$ cat config.mk
export PLATFORM = sky130hd
export DESIGN_NAME = load_run_ctrl
export DESIGN_NICKNAME = d
export VERILOG_FILES = /design/src/rtl/load_run_ctrl.sv
export SDC_FILE = /design/constraint.sdc
export NUM_CORES = 1
export LEC_CHECK = 0
export CAP_MARGIN = 5
export CORE_UTILIZATION = 52
export CTS_CLUSTER_DIAMETER = 120
export CTS_CLUSTER_SIZE = 16
export DETAILED_ROUTE_END_ITERATION = 10
export PLACE_DENSITY = 0.81
export SYNTH_ARGS = -nofsm -noshare
export SYNTH_HDL_FRONTEND = slang
export SYNTH_SLANG_ARGS = --single-unit
$ cat constraint.sdc
create_clock -name clk -period 2.4 [get_ports clk]
set_input_delay 0.48 -clock clk [delete_from_list [all_inputs] [get_ports clk]]
set_output_delay 0.48 -clock clk [all_outputs]
set_load 0.1 [all_outputs]
$ cat src/rtl/load_run_ctrl.sv
// Purpose : loads IMEM, RF and DMEM from a word stream, holds core reset, then runs the core until halt or timeout.
// Latency : an accepted load word appears on wr_en/wr_addr/wr_data exactly one cycle after acceptance.
// Backpress: in_ready is high only in the load states; in_valid low stalls loading with no state or address change.
module load_run_ctrl #(
  parameter int DATA_W     = 32,
  parameter int IMEM_DEPTH = 64,
  parameter int RF_DEPTH   = 32,
  parameter int DMEM_DEPTH = 64,
  parameter int RST_CYCLES = 1,
  parameter int RUN_CYCLES = 6,
  localparam int MAX_DEPTH = (IMEM_DEPTH > RF_DEPTH)
                             ? ((IMEM_DEPTH > DMEM_DEPTH) ? IMEM_DEPTH : DMEM_DEPTH)
                             : ((RF_DEPTH > DMEM_DEPTH) ? RF_DEPTH : DMEM_DEPTH),
  localparam int AW        = (MAX_DEPTH > 1) ? $clog2(MAX_DEPTH) : 1
) (
  input  logic              clk,
  input  logic              rst,
  input  logic              start,
  input  logic              in_valid,
  input  logic [DATA_W-1:0] in_data,
  output logic              in_ready,
  output logic [2:0]        wr_en,
  output logic [AW-1:0]     wr_addr,
  output logic [DATA_W-1:0] wr_data,
  output logic              core_rst_n,
  input  logic              halt,
  output logic [31:0]       cycle_cnt,
  output logic              busy,
  output logic              done,
  output logic              timeout
);

  // Elaboration-time guards against degenerate parameter choices.
  if (IMEM_DEPTH < 1) begin : g_bad_imem
    $error("load_run_ctrl: IMEM_DEPTH must be >= 1");
  end
  if (RF_DEPTH < 1) begin : g_bad_rf
    $error("load_run_ctrl: RF_DEPTH must be >= 1");
  end
  if (DMEM_DEPTH < 1) begin : g_bad_dmem
    $error("load_run_ctrl: DMEM_DEPTH must be >= 1");
  end
  if (RST_CYCLES < 1) begin : g_bad_rst
    $error("load_run_ctrl: RST_CYCLES must be >= 1");
  end
  if (RUN_CYCLES < 1) begin : g_bad_run
    $error("load_run_ctrl: RUN_CYCLES must be >= 1");
  end

  // Last word address of each region; hitting it moves on to the next region.
  localparam logic [AW-1:0] IMEM_LAST = AW'(IMEM_DEPTH - 1);
  localparam logic [AW-1:0] RF_LAST   = AW'(RF_DEPTH - 1);
  localparam logic [AW-1:0] DMEM_LAST = AW'(DMEM_DEPTH - 1);

  // Terminal counts for the reset hold and the run window.
  localparam logic [31:0] HOLD_LAST = 32'(RST_CYCLES - 1);
  localparam logic [31:0] RUN_LAST  = 32'(RUN_CYCLES - 1);

  // One-hot write strobes per target memory.
  localparam logic [2:0] WE_IMEM = 3'b001;
  localparam logic [2:0] WE_RF   = 3'b010;
  localparam logic [2:0] WE_DMEM = 3'b100;

  typedef enum logic [2:0] {
    IDLE   = 3'd0,
    LOAD_I = 3'd1,
    LOAD_R = 3'd2,
    LOAD_D = 3'd3,
    HOLD   = 3'd4,
    RUN    = 3'd5,
    DONE   = 3'd6
  } state_t;

  state_t              state_q, state_d;
  logic [AW-1:0]       addr_q, addr_d;
  logic [31:0]         hold_cnt_q, hold_cnt_d;
  logic [31:0]         cycle_cnt_q, cycle_cnt_d;
  logic                timeout_q, timeout_d;
  logic [2:0]          wr_en_q, wr_en_d;
  logic [AW-1:0]       wr_addr_q, wr_addr_d;
  logic [DATA_W-1:0]   wr_data_q, wr_data_d;

  logic                loading;
  logic                accept;
  logic                region_last;
  logic [2:0]          region_we;

  // Decode which region is being loaded and whether the current word closes it.
  always_comb begin
    loading     = 1'b0;
    region_last = 1'b0;
    region_we   = 3'b000;
    case (state_q)
      LOAD_I: begin
        loading     = 1'b1;
        region_last = (addr_q == IMEM_LAST);
        region_we   = WE_IMEM;
      end
      LOAD_R: begin
        loading     = 1'b1;
        region_last = (addr_q == RF_LAST);
        region_we   = WE_RF;
      end
      LOAD_D: begin
        loading     = 1'b1;
        region_last = (addr_q == DMEM_LAST);
        region_we   = WE_DMEM;
      end
      default: begin
        loading     = 1'b0;
        region_last = 1'b0;
        region_we   = 3'b000;
      end
    endcase
  end

  assign accept = in_valid & loading;

  // Register each accepted word as a one-cycle write; strobes drop otherwise while address/data hold.
  always_comb begin
    wr_en_d   = 3'b000;
    wr_addr_d = wr_addr_q;
    wr_data_d = wr_data_q;
    if (accept) begin
      wr_en_d   = region_we;
      wr_addr_d = addr_q;
      wr_data_d = in_data;
    end
  end

  // Next-state logic plus the load address, hold and run counters it steers.
  always_comb begin
    state_d     = state_q;
    addr_d      = addr_q;
    hold_cnt_d  = hold_cnt_q;
    cycle_cnt_d = cycle_cnt_q;
    timeout_d   = timeout_q;
    case (state_q)
      IDLE, DONE: begin
        if (start) begin
          state_d     = LOAD_I;
          addr_d      = '0;
          cycle_cnt_d = '0;
          timeout_d   = 1'b0;
        end
      end
      LOAD_I, LOAD_R, LOAD_D: begin
        if (accept) begin
          if (region_last) begin
            addr_d = '0;
            case (state_q)
              LOAD_I:  state_d = LOAD_R;
              LOAD_R:  state_d = LOAD_D;
              default: begin
                state_d    = HOLD;
                hold_cnt_d = '0;
              end
            endcase
          end else begin
            addr_d = addr_q + 1'b1;
          end
        end
      end
      HOLD: begin
        if (hold_cnt_q == HOLD_LAST) begin
          state_d = RUN;
        end else begin
          hold_cnt_d = hold_cnt_q + 32'd1;
        end
      end
      RUN: begin
        // The exiting cycle still counts as a run cycle; halt wins over timeout.
        cycle_cnt_d = cycle_cnt_q + 32'd1;
        if (halt) begin
          state_d   = DONE;
          timeout_d = 1'b0;
        end else if (cycle_cnt_q == RUN_LAST) begin
          state_d   = DONE;
          timeout_d = 1'b1;
        end
      end
      default: begin
        state_d = IDLE;
      end
    endcase
  end

  // State and datapath registers with synchronous reset taking priority over everything.
  always_ff @(posedge clk) begin
    if (rst) begin
      state_q     <= IDLE;
      addr_q      <= '0;
      hold_cnt_q  <= '0;
      cycle_cnt_q <= '0;
      timeout_q   <= 1'b0;
      wr_en_q     <= 3'b000;
      wr_addr_q   <= '0;
      wr_data_q   <= '0;
    end else begin
      state_q     <= state_d;
      addr_q      <= addr_d;
      hold_cnt_q  <= hold_cnt_d;
      cycle_cnt_q <= cycle_cnt_d;
      timeout_q   <= timeout_d;
      wr_en_q     <= wr_en_d;
      wr_addr_q   <= wr_addr_d;
      wr_data_q   <= wr_data_d;
    end
  end

  assign in_ready   = loading;
  assign wr_en      = wr_en_q;
  assign wr_addr    = wr_addr_q;
  assign wr_data    = wr_data_q;
  assign core_rst_n = (state_q == RUN);
  assign busy       = (state_q != IDLE) && (state_q != DONE);
  assign done       = (state_q == DONE);
  assign timeout    = timeout_q;
  assign cycle_cnt  = cycle_cnt_q;

endmodule

==> impl_metrics.json <==
{
  "synth_seq_area_share_pct": 41.4,
  "cpMaxStageDelayCell": "dfxtp_1",
  "cpMostUsedCell": "buf_4",
  "async_flop_share_pct": 0,
  "antenna_found_initial": 0,
  "maxSlewViolCount": 0,
  "power.leakage_nw": 2.78,
  "final_common_cell": "nand2_1",
  "drc_errors": 0,
  "hold_path_class": "in2reg",
  "routabilityCongestion": 0.908,
  "post-cts-setup-buffers": 0,
  "detail-route-antenna-nets": 0,
  "path_delay_family": "buffers and inverters",
  "layout_common_cells": "114 x nand2_1, 104 x buf_4, 93 x dfxtp_1, 77 x a21oi_1, 35 x clkdlybuf4s50_1",
  "max_freq_mhz": 434,
  "yosys_register_bits": 115,
  "status": "finished, final reports clean",
  "drive_gt1_share_pct": 21.9,
  "via_per_inst": 6.07,
  "area_growth_syn_to_layout_pct": 33.9,
  "diodes": 0,
  "vias": 5841,
  "criticalPathCategory": "reg2out",
  "pin_count": 115,
  "synth.avg_cell_area_um2": 8.03,
  "track_usage_pct": 28.8,
  "fin_crit_sh_pct": 96.1,
  "crit_path_start_kind": "flop",
  "worstSetupEndpointType": "output port",
  "critical_path_buf_inv_count": 4,
  "drt_wl_total_mm": 15.7,
  "dieArea_um2": 11100,
  "synth_flop_cell": "dfxtp_1",
  "syn_inst": 693,
  "cts_made_buffers": 17,
  "post_cts_resized": 0,
  "syn-cell-area_um2": 5560,
  "critPathMaxStageDelay_ns": 0.48,
  "ir_drop_v": 0.000901,
  "nets": 856,
  "ctsHoldBuffers": 0,
  "syn_nets": 735,
  "grt_pass1_vias": 5273,
  "fillers": 793,
  "fp.dieH_um": 105,
  "initial_core_util_pct": 53.7,
  "worstMarginPinSlew_ns": 0.753,
  "drt-initial-drc-count": 389,
  "max-cap-violations": 0,
  "synth_edf_count": 0,
  "yosys_warnings": 0,
  "clk_latency_ns": 0.53,
  "grt_max_degree": 57,
  "hold_viol_final": 0,
  "rows": 37,
  "worstPathArrival_ns": 1.83,
  "cts_tree": "yes",
  "port_buffers": 114,
  "grt_pass1_wl_mm": 25.6,
  "firstDrtPassIters": 5,
  "ctsRootBufferMaster": "clkbuf_8",
  "die_w_um": 105,
  "grt_overflow_total": 0,
  "cp_cell_sequence": "nand3b_2 > buf_4 > inv_2 > buf_4 > buf_12",
  "setup_violations": 0,
  "rsz0062_at_grt": "no",
  "dp_hpwl_mm": 10.7,
  "clk_pin_slew_ns": 0.05,
  "synth.distinct_cells": 70,
  "cts_buffer_depth": 2,
  "powerDensity_nw_per_um2": 884,
  "wl_per_cell_um": 16.3,
  "power_mw": 6.59,
  "htreeDepth": 4,
  "crit_fanout": 16,
  "finalClockSkew_ns": 0.00957,
  "cts.sinks": 115,
  "utilization_pct": 71.8,
  "max_slew_margin_pct": 49.3,
  "coreArea_um2": 10400,
  "period_needed_ns": 2.31,
  "cp.required_ns": 1.92
}
routing by layer:
| layer | share of wire [%] | up-vias | GRT usage [%] | routed length [um] |
|---|---|---|---|---|
| met2 | 48 | 259 | 47.5 | 7560 |
| li1 | - | 2810 | - | - |
| met4 | 1.4 | 0 | 9.86 | 225 |
| met3 | 8.6 | 28 | 9.59 | 1350 |
| met5 | 0 | - | 0 | 0 |
| met1 | 42 | 2744 | 35.1 | 6540 |
registers in the layout, summed over array words and instances (netlist names):
register    count
cycle_cnt      32
hold_cnt_q     32
wr_data        32
addr_q          6
wr_addr         6
state_q         3
wr_en           3
timeout         1
stage by stage:
step                      hold WS [ns]  cells  cell area (um2)  setup TNS, ns  worst slack (ns)
after floorplan                  0.459    693             5600        -0.0140           -0.0140
after global placement           0.442    931             6830              0             0.213
after detailed placement         0.450    931             6830              0             0.168
after CTS                        0.432    962             7450              0           0.00969
after global routing             0.474    962             7450              0            0.0140
final                            0.455    962             7450              0            0.0933
kinds of logic after synthesis:
group,Yosys count,synth area share (%)
AND/OR/NAND/NOR,319,30.1
flip-flops,115,41.4
adder cells (fa/ha/maj),5,1.12
buffers and inverters,64,4.81
XOR/XNOR,9,1.42
AO/OA/AOI/OAI,177,20.4
multiplexers,4,0.809
area by class of cell:
cell class	count	area (um2)	share of cell area, %
flip-flops and latches	115	2330	31.3
multi-input cells	514	2990	40.2
clock inverters	8	121	1.63
well taps	136	170	2.28
clock buffers	23	498	6.68
inverters	20	75.1	1.01
repair buffers	146	1260	16.9
worst min-delay path, delay by kind of cell:
kind / cells / cell delay [ns]
AO/OA/AOI/OAI: 2 / 0.23
buffers and inverters: 1 / 0.13
AND/OR/NAND/NOR: 1 / 0.08
synth_stat cells, drive strengths merged, types with 9 or more instances:
master / count / area, um2
dfxtp: 115 / 2300
nand2: 115 / 434
a21oi: 77 / 385
nand3: 31 / 160
nor2: 31 / 121
clkbuf: 28 / 106
nand4: 27 / 175
nor4: 23 / 156
inv: 20 / 75.1
o21ai: 20 / 104
buf: 16 / 86.3
or3: 15 / 98.8
nor3: 14 / 70.1
or4: 13 / 97.6
and3: 12 / 75.1
a22o: 9 / 78.8
a31oi: 9 / 56.3
o211ai: 9 / 67.6
report_power, final:
group          internal (mW)  total, mW  switching (mW)
clock                   1.74       2.61           0.867
combinational          0.473       1.87            1.40
sequential              2.03       2.10          0.0743
path summary, 6_finish.rpt:
| check | startpoint | end | slack (ns) | cells past startpoint |
|---|---|---|---|---|
| min | rst | hold_cnt_q[9]$_SDFFE_PP0P_ | 0.46 | 4 |
| max reg2reg | cycle_cnt[5]$_SDFFE_PP0P_ | state_q[0]$_SDFFE_PP0P_ | 0.17 | 5 |
| max | state_q[2]$_SDFFE_PP0P_ | core_rst_n | 0.09 | 5 |
| min reg2reg | wr_addr[4]$_SDFFE_PP0N_ | wr_addr[4]$_SDFFE_PP0N_ | 0.46 | 2 |
No activity file was read; power rests on OpenSTA's default activity.
